$ cat src/rtl/pipeline_ctrl_pkg.sv
// pipeline_ctrl_pkg: sequencer state type and constants shared by the hazard controller and IF decode.
package pipeline_ctrl_pkg;
  typedef enum logic [1:0] {RUN, DRAIN, HALTED} state_t;
  localparam logic [4:0] REG_ZERO = 5'd0;
  localparam int DRAIN_CYCLES_DEF = 4;
  localparam logic [6:0] OPC_MISC_MEM = 7'b0001111;
  localparam logic [6:0] OPC_SYSTEM = 7'b1110011;
endpackage

$ cat src/rtl/load_use_detect.sv
// load_use_detect: flags an ID instruction that reads the destination of a load still in EX.
module load_use_detect
  import pipeline_ctrl_pkg::*;
(
  input  logic       i_ex_mem_read,
  input  logic [4:0] i_ex_rd,
  input  logic [4:0] i_id_rs1,
  input  logic [4:0] i_id_rs2,
  output logic       o_lu
);
  assign o_lu = i_ex_mem_read && (i_ex_rd != REG_ZERO) && (i_ex_rd == i_id_rs1 || i_ex_rd == i_id_rs2);
endmodule

$ cat src/rtl/pipeline_hazard_ctrl.sv
// pipeline_hazard_ctrl: PC/pipeline-register load and flush sequencing with load-use stall, MEM redirect and halt drain.
// Optional perf counters enabled by defining HAZARD_PERF_CNT_EN.
module pipeline_hazard_ctrl
  import pipeline_ctrl_pkg::*;
#(
  parameter int DRAIN_CYCLES = DRAIN_CYCLES_DEF,
  parameter int CNT_W = 32
) (
  input  logic             clk,
  input  logic             rst,
  input  logic             if_is_halt,
  input  logic [4:0]       id_rs1,
  input  logic [4:0]       id_rs2,
  input  logic             ex_mem_read,
  input  logic [4:0]       ex_rd,
  input  logic             mem_redirect,
  output logic             pc_load,
  output logic             if_id_load,
  output logic             if_id_flush,
  output logic             id_ex_flush,
  output logic             ex_mem_flush,
  output logic             halted,
  output logic [CNT_W-1:0] stall_cnt,
  output logic [CNT_W-1:0] flush_cnt
);
  localparam int DW = $clog2(DRAIN_CYCLES);
  state_t r_state, w_state_nxt;
  logic [DW-1:0] r_cnt, w_cnt_nxt;
  logic w_lu;
  load_use_detect u_lu (
    .i_ex_mem_read(ex_mem_read),
    .i_ex_rd(ex_rd),
    .i_id_rs1(id_rs1),
    .i_id_rs2(id_rs2),
    .o_lu(w_lu)
  );
  always_ff @(posedge clk or posedge rst) begin
    if (rst) begin
      r_state <= RUN;
      r_cnt <= '0;
    end else begin
      r_state <= w_state_nxt;
      r_cnt <= w_cnt_nxt;
    end
  end
  // Redirect outranks everything outside HALTED: the stalled/halting instructions are wrong-path.
  always_comb begin
    pc_load = 1'b1;
    if_id_load = 1'b1;
    if_id_flush = 1'b0;
    id_ex_flush = 1'b0;
    ex_mem_flush = 1'b0;
    w_state_nxt = r_state;
    w_cnt_nxt = r_cnt;
    if (r_state == HALTED) begin
      pc_load = 1'b0;
      if_id_load = 1'b0;
      if_id_flush = 1'b1;
      id_ex_flush = 1'b1;
    end else if (mem_redirect) begin
      if_id_flush = 1'b1;
      id_ex_flush = 1'b1;
      ex_mem_flush = 1'b1;
      w_state_nxt = RUN;
      w_cnt_nxt = '0;
    end else begin
      if (w_lu) begin
        if_id_load = 1'b0;
        id_ex_flush = 1'b1;
      end
      if (r_state == DRAIN) begin
        pc_load = 1'b0;
        if_id_flush = 1'b1;
        w_state_nxt = (r_cnt == '0) ? HALTED : DRAIN;
        w_cnt_nxt = (r_cnt == '0) ? '0 : r_cnt - DW'(1);
      end else if (w_lu) begin
        pc_load = 1'b0;
      end else if (if_is_halt) begin
        pc_load = 1'b0;
        if_id_flush = 1'b1;
        w_state_nxt = DRAIN;
        w_cnt_nxt = DW'(DRAIN_CYCLES - 1);
      end
    end
  end
  assign halted = (r_state == HALTED);
`ifdef HAZARD_PERF_CNT_EN
  logic [CNT_W-1:0] r_stall_cnt, r_flush_cnt;
  always_ff @(posedge clk or posedge rst) begin
    if (rst) begin
      r_stall_cnt <= '0;
      r_flush_cnt <= '0;
    end else if (r_state != HALTED) begin
      if (mem_redirect) r_flush_cnt <= r_flush_cnt + CNT_W'(1);
      else if (w_lu) r_stall_cnt <= r_stall_cnt + CNT_W'(1);
    end
  end
  assign stall_cnt = r_stall_cnt;
  assign flush_cnt = r_flush_cnt;
`else
  assign stall_cnt = '0;
  assign flush_cnt = '0;
`endif
endmodule

$ cat config.mk
export PLATFORM = sky130hd
export DESIGN_NAME = pipeline_hazard_ctrl
export DESIGN_NICKNAME = d
export VERILOG_FILES = /design/src/rtl/pipeline_ctrl_pkg.sv /design/src/rtl/load_use_detect.sv /design/src/rtl/pipeline_hazard_ctrl.sv
export SDC_FILE = /design/constraint.sdc
export NUM_CORES = 1
export LEC_CHECK = 0
export CAP_MARGIN = 10
export CORE_ASPECT_RATIO = 0.8
export CORE_MARGIN = 8
export CORE_UTILIZATION = 27
export CTS_BUF_LIST = sky130_fd_sc_hd__clkbuf_16
export CTS_CLUSTER_DIAMETER = 200
export DETAILED_ROUTE_END_ITERATION = 7
export PLACE_DENSITY = 0.81
export SKIP_LAST_GASP = 1
export SYNTH_ARGS = -nofsm -noshare
export SYNTH_HDL_FRONTEND = slang
export SYNTH_SLANG_ARGS = --single-unit
$ cat constraint.sdc
create_clock -name clk -period 1.9 [get_ports clk]
set_input_delay 0.38 -clock clk [delete_from_list [all_inputs] [get_ports clk]]
set_output_delay 0.38 -clock clk [all_outputs]
set_load 0.1 [all_outputs]
==> results of run 1 <==
registers in the layout (all words and copies together) (netlist names):
signal   flops
r_cnt        2
r_state      2
power breakdown:
part           switching (uW)  total [uW]  internal (uW)  leakage, uW
clock network            63.5         333            269    0.0000370
logic                    1170        1600            428     0.000618
registers                70.3         193            123    0.0000502
total                    1310        2130            821     0.000705
cells in the mapped netlist (all sizes together):
library cell  instances  area share [%]
xnor2                10             9.4
o22ai                 2             1.3
o21a                  1            0.81
buf                  64              52
o31ai                 1            0.81
nor3                  2             1.1
nand3                 2             1.1
nand2                 9             3.6
dfrtp                 4              11
mux2                  1             1.2
a31oi                 1            0.67
nand3b                1            0.81
inv                   5             2.0
and2                  1            0.94
o211a                 1             1.1
a22o                  1            0.94
or4                   2             1.6
nand2b                3             2.0
conb                  1            0.40
o21ai                 3             1.6
a21o                  2             1.6
or3                   2             1.3
a21oi                 4             2.1
a211oi                1            0.81
clkbuf                1            0.40
stage by stage:
stage / TNS [ns] / worst slack [ns] / total power (uW) / area, um^2 / hold slack, ns
global route: -1.60 / -0.396 / 2210 / 1340 / 0.366
detailed placement: -4.59 / -0.907 / 1750 / 1160 / 0.572
finish: -1.38 / -0.353 / 2130 / 1340 / 0.338
global placement: -4.50 / -0.901 / 1740 / 1160 / 0.571
floorplan: -1.40 / -0.574 / 1480 / 1210 / 0.146
CTS: -1.70 / -0.432 / 2120 / 1330 / 0.340
per-layer routing:
layer | vias to the layer above | track usage [%]
met5 | - | 0
li1 | 366 | -
met3 | 7 | 1.42
met1 | 343 | 7.84
met4 | 0 | 5.24
met2 | 43 | 16.2
cells in the final DEF (no fill, tap or decap), types with 3 or more instances in the layout:
cell type         n
clkbuf_16         3
nand2_1           9
dfrtp_1           4
buf_6             5
xnor2_1           8
buf_12            6
buf_4            13
inv_1             4
dlygate4sd2_1     9
clkdlybuf4s50_1   3
conb_1           64
what timing repair did:
| item | 4_1_cts | 5_1_grt |
|---|---|---|
| pin swaps | 18 | 10 |
| endpoints found under the setup margin | 7 | 6 |
| setup buffers | 13 | 0 |
| gates resized for setup | 44 | 7 |
logic make-up (layout without fill, tap and decap cells):
kind of cell              count (synthesis)  count (layout)  share of synthesized area [%]
muxes                                     1               1                           1.21
xor gates and xnor gates                 10              10                           9.40
buffers and inverters                    70              50                           54.0
DFF                                       4               4                           10.7
other                                     1              64                          0.402
and+or+nand+nor                          22              22                           12.5
AOI/OAI and AO/OA                        17              17                           11.8
worst min path at each step:
| stage | cells past startpoint | endpoint |
|---|---|---|
| after floorplan | 1 | r_cnt[0] |
| after global placement | 2 | r_cnt[1] |
| after detailed placement | 2 | r_cnt[1] |
| after CTS | 2 | r_cnt[1] |
| after global routing | 2 | r_cnt[1] |
| final | 2 | r_cnt[1] |
worst max-delay path, stage by stage:
cell	delay, ns
buf_8	0.09
or4_4	0.51
o21a_1	0.19
and2_4	0.14
buf_6	0.12
buf_6	0.11
a21oi_4	0.13
buf_12	0.18
area by class of cell:
type	instances	area (um^2)
Clock buffer	3	75.1
Fill cell	347	2030
Inverter	5	22.5
Multi-Input combinational cell	114	656
Sequential cell	4	100
Tap cell	42	52.6
Timing Repair Buffer	42	435
==> insert_results.sql, run 1 <==
INSERT INTO impl_metrics (metric_group, metric, value, unit) VALUES
('power', 'irDropWorstVdd', '644', 'uV'),
('logic_synthesis', 'ys_types', '25', ''),
('die', 'io-pin-count', '90', ''),
('flow_run', 'max-cap-violations', '0', ''),
('power', 'power.density_cell_area', '1590', 'mW/mm^2'),
('setup_path', 'worst_ep_required_time', '1.52', 'ns'),
('routing', 'detailroute.wirelength.met3', '174', 'um'),
('die', 'die_h', '68.6', 'um'),
('timing', 'finalWorstSetupSlack', '-0.353', 'ns'),
('global_routing', 'grt_first_pass_wirelength', '3.54', 'mm'),
('global_routing', 'antenna_found_initial', '0', ''),
('clocking', 'numClockSinks', '4', ''),
('timing', 'report.final.slew_viol_count', '0', ''),
('timing', 'final_hold_viol_count', '0', ''),
('global_routing', 'grt_start_max_net_pins', '9', ''),
('setup_path', 'worstSetupStartpoint', 'ex_rd[1]', ''),
('routing', 'm1WireLength', '838', 'um'),
('clocking', 'clk_pin_slew_worst_paths', '0.03', 'ns'),
('setup_path', 'r2r_cells', '6', ''),
('finish', 'net_count_reported_at_finish', '190', ''),
('outcome', 'failing_checks', 'setup timing', ''),
('global_routing', 'groute.usage.overall', '8.22', '%'),
('setup_path', 'critPathCaptureType', 'output pin', ''),
('finish', 'final_layout_size_suffix_gt1_share', '26.8', '%'),
('power', 'total_leakage_power', '0.000705', 'uW'),
('clocking', 'cts_hold_buffers', '0', ''),
('die', 'rows', '19', ''),
('logic_synthesis', 'synth_warnings', '0', ''),
('die', 'initial_utilization', '27.6', '%'),
('die', 'die_area', '0.00560', 'mm^2'),
('place', 'detailedPlacementHpwl', '1.98', 'mm'),
('routing', 'drt-total-wl', '2.45', 'mm'),
('place', 'placedCellCount', '199', ''),
('routing', 'detailroute.wirelength.met2', '1.37', 'mm'),
('logic_synthesis', 'syn_avg_cell_area', '7.46', 'um^2'),
('logic_synthesis', 'synthesis.area', '932', 'um^2'),
('routing', 'vias_per_cell', '3.61', ''),
('timing', 'finalClockSkew', '0.00308', 'ns'),
('setup_path', 'start_kind', 'input port', ''),
('die', 'coreArea', '0.00338', 'mm^2'),
('clocking', 'clock_latency', '0.23', 'ns'),
('timing', 'final.period_utilization', '119', '%'),
('routing', 'post_drt_wl_per_cell', '11.7', 'um'),
('global_routing', 'globalRoute.totalOverflow', '0', ''),
('finish', 'post_layout_instance_count_excluding_filler_cells', '210', ''),
('routing', 'drt_iter0_markers', '27', ''),
('clocking', 'cts_max_path_buffers', '2', ''),
('clocking', 'clock-root-buffer', 'clkbuf_16', ''),
('place', 'global_placement_routability_congestion', '0.833', ''),
('timing', 'number_of_failing_setup_endpoints_in_the_final_timing_report', '5', ''),
('hold_path', 'timing.hold.worst.class', 'in -> async', ''),
('routing', 'route.vias.total', '759', ''),
('logic_synthesis', 'post_synth_inst_count', '125', ''),
('clocking', 'tritoncts', 'built', ''),
('routing', 'drcViolationCount', '0', ''),
('timing', 'finalWorstPathRequiredPeriod', '2.25', 'ns'),
('clocking', 'cts_made_buffers', '3', ''),
('finish', 'area.growth.synth_to_final', '43.9', '%'),
('setup_path', 'regToRegStartpoint', 'r_state[1]', ''),
('setup_path', 'rr_endpoint', 'r_cnt[0]', ''),
('setup_path', 'worstSetupEndpoint', 'if_id_load', ''),
('logic_synthesis', 'sequential_element_share_of_the_synthesized_area', '10.7', '%'),
('finish', 'util_after_layout', '39.7', '%'),
('timing', 'rsz0062_at_grt', 'yes', ''),
('routing', 'firstDrtPassIters', '5', ''),
('routing', 'antenna_left', '0', ''),
('clocking', 'cts_htree_levels', '1', ''),
('outcome', 'status', 'finished with violations', ''),
('routing', 'maxUsedRoutingLayer', 'met4', ''),
('logic_synthesis', 'synth_seq_cells', '4', ''),
('place', 'port-buffer-count', '25', ''),
('die', 'die_x', '81.7', 'um'),
('global_routing', 'first_global_vias', '798', ''),
('setup_path', 'timing.critical_path.fanout_max', '3', ''),
('setup_path', 'ff2ff_setup_slack', '0.52', 'ns'),
('finish', 'diodes', '0', ''),
('setup_path', 'critPathKind', 'in -> out', ''),
('timing', 'clock.fmax', '444', 'MHz'),
('setup_path', 'critical_path_arrival', '1.87', 'ns');
(Power assumes the default switching activity.)
==> run 2: changes to the inputs <==
--- a/config.mk
+++ b/config.mk
@@ -10,7 +10,7 @@
 export CORE_MARGIN = 8
 export CORE_UTILIZATION = 27
 export CTS_BUF_LIST = sky130_fd_sc_hd__clkbuf_16
-export CTS_CLUSTER_DIAMETER = 200
+export CTS_CLUSTER_DIAMETER = 40
 export DETAILED_ROUTE_END_ITERATION = 7
 export PLACE_DENSITY = 0.81
 export SKIP_LAST_GASP = 1
==> results of run 2 <==
The final DEF is identical to that of run 1; final timing and power are the same.
